### src/rtl/alu_cmd_issuer.sv
// Command issuer for the ALU: buffers commands in a FIFO and issues one at a time, then returns the result.
// Optional ALU_CMD_FLUSH_EN adds a FLUSH input that empties the command FIFO.
module alu_cmd_issuer #(
    parameter int WIDTH   = 8,
    parameter int DEPTH   = 4,
    parameter int ALU_LAT = 2
) (
    input  logic                     CLK,
    input  logic                     RST,
`ifdef ALU_CMD_FLUSH_EN
    input  logic                     FLUSH,
`endif
    input  logic                     IN_VALID,
    output logic                     IN_READY,
    input  logic [WIDTH-1:0]         IN_A,
    input  logic [WIDTH-1:0]         IN_B,
    input  logic [3:0]               IN_FUN,
    output logic [WIDTH-1:0]         ALU_A,
    output logic [WIDTH-1:0]         ALU_B,
    output logic [3:0]               ALU_FUN,
    output logic                     ALU_REQ,
    input  logic [2*WIDTH-1:0]       ALU_RES,
    output logic                     OUT_VALID,
    input  logic                     OUT_READY,
    output logic [2*WIDTH-1:0]       OUT_RES,
    output logic [3:0]               OUT_FUN,
    output logic                     BUSY,
    output logic [$clog2(DEPTH):0]   FIFO_COUNT
);

    localparam int AW = $clog2(DEPTH);
    localparam int EW = 2 * WIDTH + 4;
    localparam int CW = (ALU_LAT > 1) ? $clog2(ALU_LAT) : 1;

    typedef enum logic [1:0] {
        IDLE  = 2'd0,
        ISSUE = 2'd1,
        WAIT  = 2'd2,
        HOLD  = 2'd3
    } state_t;

    state_t        state_q, state_d;
    logic [CW-1:0] cnt_q, cnt_d;
    logic          req_d;
    logic          out_valid_d;
    logic          capture;
    logic          pop;
    logic          push;
    logic          flush;

    logic [EW-1:0] mem [DEPTH];
    logic [AW:0]   wr_ptr, rd_ptr;
    logic          full, empty;
    logic [EW-1:0] head;

`ifdef ALU_CMD_FLUSH_EN
    assign flush = FLUSH;
`else
    assign flush = 1'b0;
`endif

    // Wrap bits differ with equal indices only when the FIFO holds DEPTH entries.
    assign empty      = (wr_ptr == rd_ptr);
    assign full       = (wr_ptr[AW] != rd_ptr[AW]) && (wr_ptr[AW-1:0] == rd_ptr[AW-1:0]);
    assign FIFO_COUNT = wr_ptr - rd_ptr;
    assign IN_READY   = !full && !flush;
    assign push       = IN_VALID && IN_READY;
    assign head       = mem[rd_ptr[AW-1:0]];
    assign BUSY       = (state_q != IDLE) || !empty;

    // NOTE: storage arrays carry no reset; validity is tracked by the pointers alone.
    always_ff @(posedge CLK) begin
        if (push) begin
            mem[wr_ptr[AW-1:0]] <= {IN_A, IN_B, IN_FUN};
        end
    end

    // NOTE: sequential state uses non-blocking assignments so every register samples pre-edge values.
    always_ff @(posedge CLK or negedge RST) begin
        if (!RST) begin
            wr_ptr <= '0;
            rd_ptr <= '0;
        end else if (flush) begin
            wr_ptr <= '0;
            rd_ptr <= '0;
        end else begin
            if (push) wr_ptr <= wr_ptr + 1'b1;
            if (pop)  rd_ptr <= rd_ptr + 1'b1;
        end
    end

    // NOTE: every always_comb output gets a default first so no path infers a latch.
    always_comb begin
        state_d     = state_q;
        cnt_d       = cnt_q;
        req_d       = 1'b0;
        out_valid_d = OUT_VALID;
        capture     = 1'b0;
        pop         = 1'b0;
        case (state_q)
            IDLE: begin
                if (!empty && !flush) begin
                    pop     = 1'b1;
                    req_d   = 1'b1;
                    state_d = ISSUE;
                end
            end
            ISSUE: begin
                cnt_d   = CW'(ALU_LAT - 1);
                state_d = WAIT;
            end
            WAIT: begin
                if (cnt_q == '0) begin
                    capture     = 1'b1;
                    out_valid_d = 1'b1;
                    state_d     = HOLD;
                end else begin
                    cnt_d = cnt_q - 1'b1;
                end
            end
            HOLD: begin
                if (OUT_READY) begin
                    out_valid_d = 1'b0;
                    state_d     = IDLE;
                end
            end
            default: state_d = IDLE;
        endcase
    end

    always_ff @(posedge CLK or negedge RST) begin
        if (!RST) begin
            state_q   <= IDLE;
            cnt_q     <= '0;
            ALU_A     <= '0;
            ALU_B     <= '0;
            ALU_FUN   <= '0;
            ALU_REQ   <= 1'b0;
            OUT_VALID <= 1'b0;
            OUT_RES   <= '0;
            OUT_FUN   <= '0;
        end else begin
            state_q   <= state_d;
            cnt_q     <= cnt_d;
            ALU_REQ   <= req_d;
            OUT_VALID <= out_valid_d;
            // Operands change only on a pop, so the ALU sees them stable for the whole command.
            if (pop) begin
                ALU_A   <= head[EW-1 -: WIDTH];
                ALU_B   <= head[EW-WIDTH-1 -: WIDTH];
                ALU_FUN <= head[3:0];
            end
            if (capture) begin
                OUT_RES <= ALU_RES;
                OUT_FUN <= ALU_FUN;
            end
        end
    end

endmodule
### config.mk
export PLATFORM = sky130hd
export DESIGN_NAME = alu_cmd_issuer
export DESIGN_NICKNAME = d
export VERILOG_FILES = /design/src/rtl/alu_cmd_issuer.sv
export SDC_FILE = /design/constraint.sdc
export NUM_CORES = 1
export LEC_CHECK = 0
export ABC_AREA = 1
export BUFFER_PORTS_ARGS = -buffer_cell sky130_fd_sc_hd__buf_2
export CAP_MARGIN = 20
export CORE_UTILIZATION = 55
export DETAILED_ROUTE_END_ITERATION = 8
export GPL_ROUTABILITY_DRIVEN = 0
export HOLD_SLACK_MARGIN = 0.08
export PLACE_DENSITY = 0.88
export SYNTH_ARGS = -nofsm -noshare
export SYNTH_HDL_FRONTEND = slang
export SYNTH_SLANG_ARGS = --single-unit
### constraint.sdc
create_clock -name CLK -period 3.2 [get_ports CLK]
set_clock_uncertainty 0.2 [all_clocks]
set_input_delay 0.96 -clock CLK [delete_from_list [all_inputs] [get_ports CLK]]
set_output_delay 0.96 -clock CLK [all_outputs]
set_load 0.01 [all_outputs]
# After elaboration in Yosys (flattened, before gate mapping)
# Memory sizes are Yosys's and may differ from the RTL's. A register that Yosys moved wholly into a read port is not among the register bits.
# Cells that the tools add are included.
word_totals:
  out_inout_bits: 47
  latchBits: 0
  word_cells: 49
  register_bits: 31
  input_bits: 40
  mem_count: 1
  ram_bits: 80
  romBits: 0
op_classes:
  mul: 0
  magnitude_cmp: 0
  div_mod_pow: 0
  n_eq_ne: 9
  mux: 15
  n_reduce_logical: 12
  bitwise_logic: 0
  n_shift: 0
  n_addsub: 4
memory_table:
  columns: ["name", "words", "width", "rd", "rd_clocked_by_memory_dff", "write_ports", "line_no", "rtl"]
  rows:
  - ["mem", 4, 20, 1, 1, 1, "51", "logic [EW-1:0] mem [DEPTH];"]
ops:
  columns: ["operator", "n"]
  rows:
  - ["two-way mux 1 bit", 9]
  - ["one-hot mux 2 bit (4 select lines)", 1]
  - ["adder 3 x 1 -> 3 bit, second input constant", 2]
  - ["two-way mux 2 bit", 3]
  - ["!= test 2 bit, second input constant", 3]
  - ["AND reduction 3 bit", 2]
  - ["nonzero test 2 bit", 3]
  - ["== test 2 bit, second input constant", 2]
  - ["one-hot mux 1 bit (2 select lines)", 2]
  - ["== test 3 bit", 1]
  - ["logical NOT 1 bit", 3]
  - ["subtractor 3 bit", 1]
  - ["== test 2 x 1 -> 1 bit, second input constant", 1]
  - ["== test 2 bit", 1]
  - ["logical AND 1 bit", 2]
  - ["logical NOT 2 bit", 1]
  - ["logical OR 1 bit", 1]
  - ["!= test 1 bit", 1]
  - ["subtractor 1 bit, second input constant", 1]

# Logic depth before layout (Yosys ltp)
logic_depth:
  depth_word: 6
  ltp_mapped: 11
  ltp_nobuf: 9

# Worst setup path before layout
# Ideal clock, no wire load.
synth_path:
  path_kind: "flip-flop to flip-flop"
  startpoint: "register rd_ptr[1]"
  endpoint: "memory mem[0][0] (netlist bit), enable pin"
  period_less_slack_ps: 2865
  path_buffers: 1
  setup_slack_ps: 335
  setup_time_ps: 397
  t_required_ps: 2603
  stages_incl_launch_ff: 9
  arrival_time_ps: 2268
  cell_sequence: "dfrtp_1 -> inv_1 -> buf_2 -> ha_1 -> nand2_1 -> inv_1 -> nand3_1 -> nand2_1 -> nor2_1"
synth_via:
  elab_chain_cells: 6
synth_rtl:
  columns: ["item", "line_no", "rtl"]
  rows:
  - ["from (decl)", "52", "logic [AW:0] wr_ptr, rd_ptr;"]
  - ["from (signal assigned)", "88", "if (pop) rd_ptr <= rd_ptr + 1'b1;"]
  - ["== test 2 bit", "64", "assign full = (wr_ptr[AW] != rd_ptr[AW]) && (wr_ptr[AW-1:0] == rd_ptr[AW-1:0]);"]
  - ["logical AND 1 bit", "64", null]
  - ["logical NOT 1 bit", "66", "assign IN_READY = !full && !flush;"]
  - ["named net IN_READY", "14", "output logic IN_READY,"]
  - ["logical AND 1 bit", "67", "assign push = IN_VALID && IN_READY;"]
  - ["two-way mux 1 bit", "73", "if (push) begin"]
  - ["two-way mux 1 bit (not written as such)", "74", "mem[wr_ptr[AW-1:0]] <= {IN_A, IN_B, IN_FUN};"]
  - ["to (decl)", "51", null]
# The timed path passes the listed nets, and every way through them passes these cells.

# Worst setup path in the final report
layout_path:
  startpoint: "register wr_ptr[0]"
  endpoint: "output FIFO_COUNT[2]"
layout_via:
  elab_chain_cells: 1
layout_rtl:
  columns: ["item", "line_no", "rtl"]
  rows:
  - ["from (decl)", "52", null]
  - ["from (signal assigned)", "87", "if (push) wr_ptr <= wr_ptr + 1'b1;"]
  - ["subtractor 3 bit", "65", "assign FIFO_COUNT = wr_ptr - rd_ptr;"]
  - ["to (decl)", "28", "output logic [$clog2(DEPTH):0] FIFO_COUNT"]
# No other way between the ends.

==> qor.yml <==
status: "complete, no violations"
post-route-min-period_ns: 3.08
min_period_over_period_pct: 96.3
rsz0062_at_grt: "false"
total_power_mw: 7.08
dieWidth_um: 100
clock-sinks: 131
hold_viol_final: 0
ys_seq_area_share_pct: 69.7
path_clk_slew_ns: 0.06
grtUsageTotal_pct: 23.5
die_area_um2: 10000
htreeDepth: 4
synthesis.area_um2: 5280
maxSlewHeadroom_pct: 53.0
cts_tree: "built"
routedWlPerCell_um: 15.2
slew_violations: 0
n_antenna_cell: 0
synth.distinct_cells: 23
crit_type: "reg2out"
nNetsFinal: 637
rows: 35
setup_tns_ns: 0
worstHoldPathType: "in2async"
syn_to_final_growth_pct: 22.7
core-area_um2: 9280
clk_latency_ns: 0.52
max_freq_mhz: 325
ant_nets: 0
vias: 3773
grt_max_degree: 44
first_iter_violations: 276
path_cells: "inv_1, ha_1, fa_1, xnor2_1, buf_2"
pwr_density_cell_nw_per_um2: 1090
clk_path_buf_depth: 2
cts_hold_buf: 0
root_buffer: "clkbuf_8"
cp.required_ns: 2.04
synth_cells: 491
crit_arrival_ns: 1.92
cts_buffers: 17
via_per_inst: 5.19
synth_fp_nets: 543
worstPathMaxFanout: 4
dr.pass1.iters: 5
ys_warn_count: 0
rr_startpoint: "wr_ptr[0]$_DFFE_PN0P_"
avgSynthCellArea_um2: 10.8
layout_common_cells: "nand2_1, buf_2, edfxtp_1, dfrtp_1, nor2_1"
worst_pin_slew_ns: 0.703
layout_commonest_cell: "nand2_1"
critical-path-max-stage-delay_ns: 0.40
setup_violations: 0
port_buffers: 86
antenna_found_initial: 0
finalWirelength_um: 11100
slowest_stage: "dfrtp_1"
peakVddDrop_mv: 0.517
nFillCells: 606
cts_setup_buffers: 0
io_pins: 87
grt_pass1_wl_um: 17600
multiInputGateArea_um2: 1420
start_util_pct: 56.9
cap_violations: 0
die_y_um: 100
worstRegToRegCells: 8
cellLeakagePower_nw: 2.99
grt_pass1_vias: 3765
cts_resized: 0
dpl.hpwl_um: 6700
layout_setup_ws_ns: 0.120
reg2reg_setup_slack_ns: 0.84
seqCellArea_um2: 3680
dpl_worst_slack_ns: 0.663
ys_ff_latch: 131
grt_overflow: 0
drcViolationCount: 0
crit_path_start_kind: "flop"
end_kind: "primary output"
r2r_end: "mem[0][2]$_DFFE_PP_"
drive_gt1_share_pct: 22.1
[layer usage]
metal  track usage, %  part of all wire (%)
met1             27.2                    39
met2             41.6                    52
met3             5.92                   6.5
met4             10.1                   1.7
met5                0                     0
[per-stage QoR]
step	area, um2	hold WS [ns]	std cells	util (%)
global placement	5830	0.248	695	62.8
detailed placement	5830	0.258	695	62.8
floorplan	5280	0.269	491	-
CTS	6480	0.134	727	69.8
finish	6480	0.145	727	69.8
global route	6480	0.168	727	69.8
[state kept, by name, indices dropped and copies added (netlist names)]
| register | flops |
|---|---|
| ALU_B | 8 |
| rd_ptr | 3 |
| wr_ptr | 3 |
| cnt_q | 1 |
| OUT_FUN | 4 |
| ALU_REQ | 1 |
| mem | 80 |
| ALU_FUN | 4 |
| OUT_RES | 16 |
| state_q | 2 |
| ALU_A | 8 |
| OUT_VALID | 1 |
[synth_stat cells (all sizes together)]
library cell | instances | area, um2
o21ai | 45 | 225
xnor2 | 3 | 26.3
dfrtp | 51 | 1280
nor2 | 27 | 101
nand2 | 225 | 860
buf | 16 | 95.1
fa | 1 | 20.0
a21oi | 2 | 10.0
nand3 | 6 | 30.0
inv | 19 | 73.8
ha | 11 | 138
or2 | 1 | 6.26
edfxtp | 80 | 2400
clkbuf | 4 | 16.3
[worst max-delay path, delay by kind of cell, from the launching register on]
kind | cells | cell delay (ns)
buffers and inverters | 2 | 0.26
XOR/XNOR | 1 | 0.15
flip-flops | 1 | 0.40
adder cells (fa/ha/maj) | 2 | 0.60
[where the power goes]
part           internal, mW  switching, mW
Sequential             2.36          0.239
Combinational         0.782           1.59
Clock                  1.42          0.694
Total                  4.56           2.52
[worst max path at each step]
stage | slack (ns) | start | endpoint
after floorplan | 0.34 | rd_ptr[1]$_DFFE_PN0P_ | mem[0][0]$_DFFE_PP_
after global placement | 0.71 | wr_ptr[0]$_DFFE_PN0P_ | FIFO_COUNT[2]
after detailed placement | 0.66 | wr_ptr[0]$_DFFE_PN0P_ | FIFO_COUNT[2]
after CTS | 0.11 | wr_ptr[0]$_DFFE_PN0P_ | FIFO_COUNT[2]
after global routing | 0.06 | wr_ptr[0]$_DFFE_PN0P_ | FIFO_COUNT[2]
final | 0.12 | wr_ptr[0]$_DFFE_PN0P_ | FIFO_COUNT[2]
[cells by family after synthesis]
logic type,count (synthesis),synth area share [%]
simple gates,259,18.9
compound gates,47,4.46
fa+ha+maj,12,2.99
xor+xnor,3,0.498
flops,131,69.7
buf+inv,39,3.51
[area by class of cell]
| class | count | share of cell area (%) |
|---|---|---|
| flip-flops and latches | 131 | 56.8 |
| multi-input cells | 321 | 21.9 |
| repair buffers | 95 | 7.68 |
| clock buffers | 18 | 6.45 |
| clock inverters | 14 | 3.63 |
| well taps | 129 | 2.49 |
| inverters | 19 | 1.14 |
(Power assumes the default switching activity.)
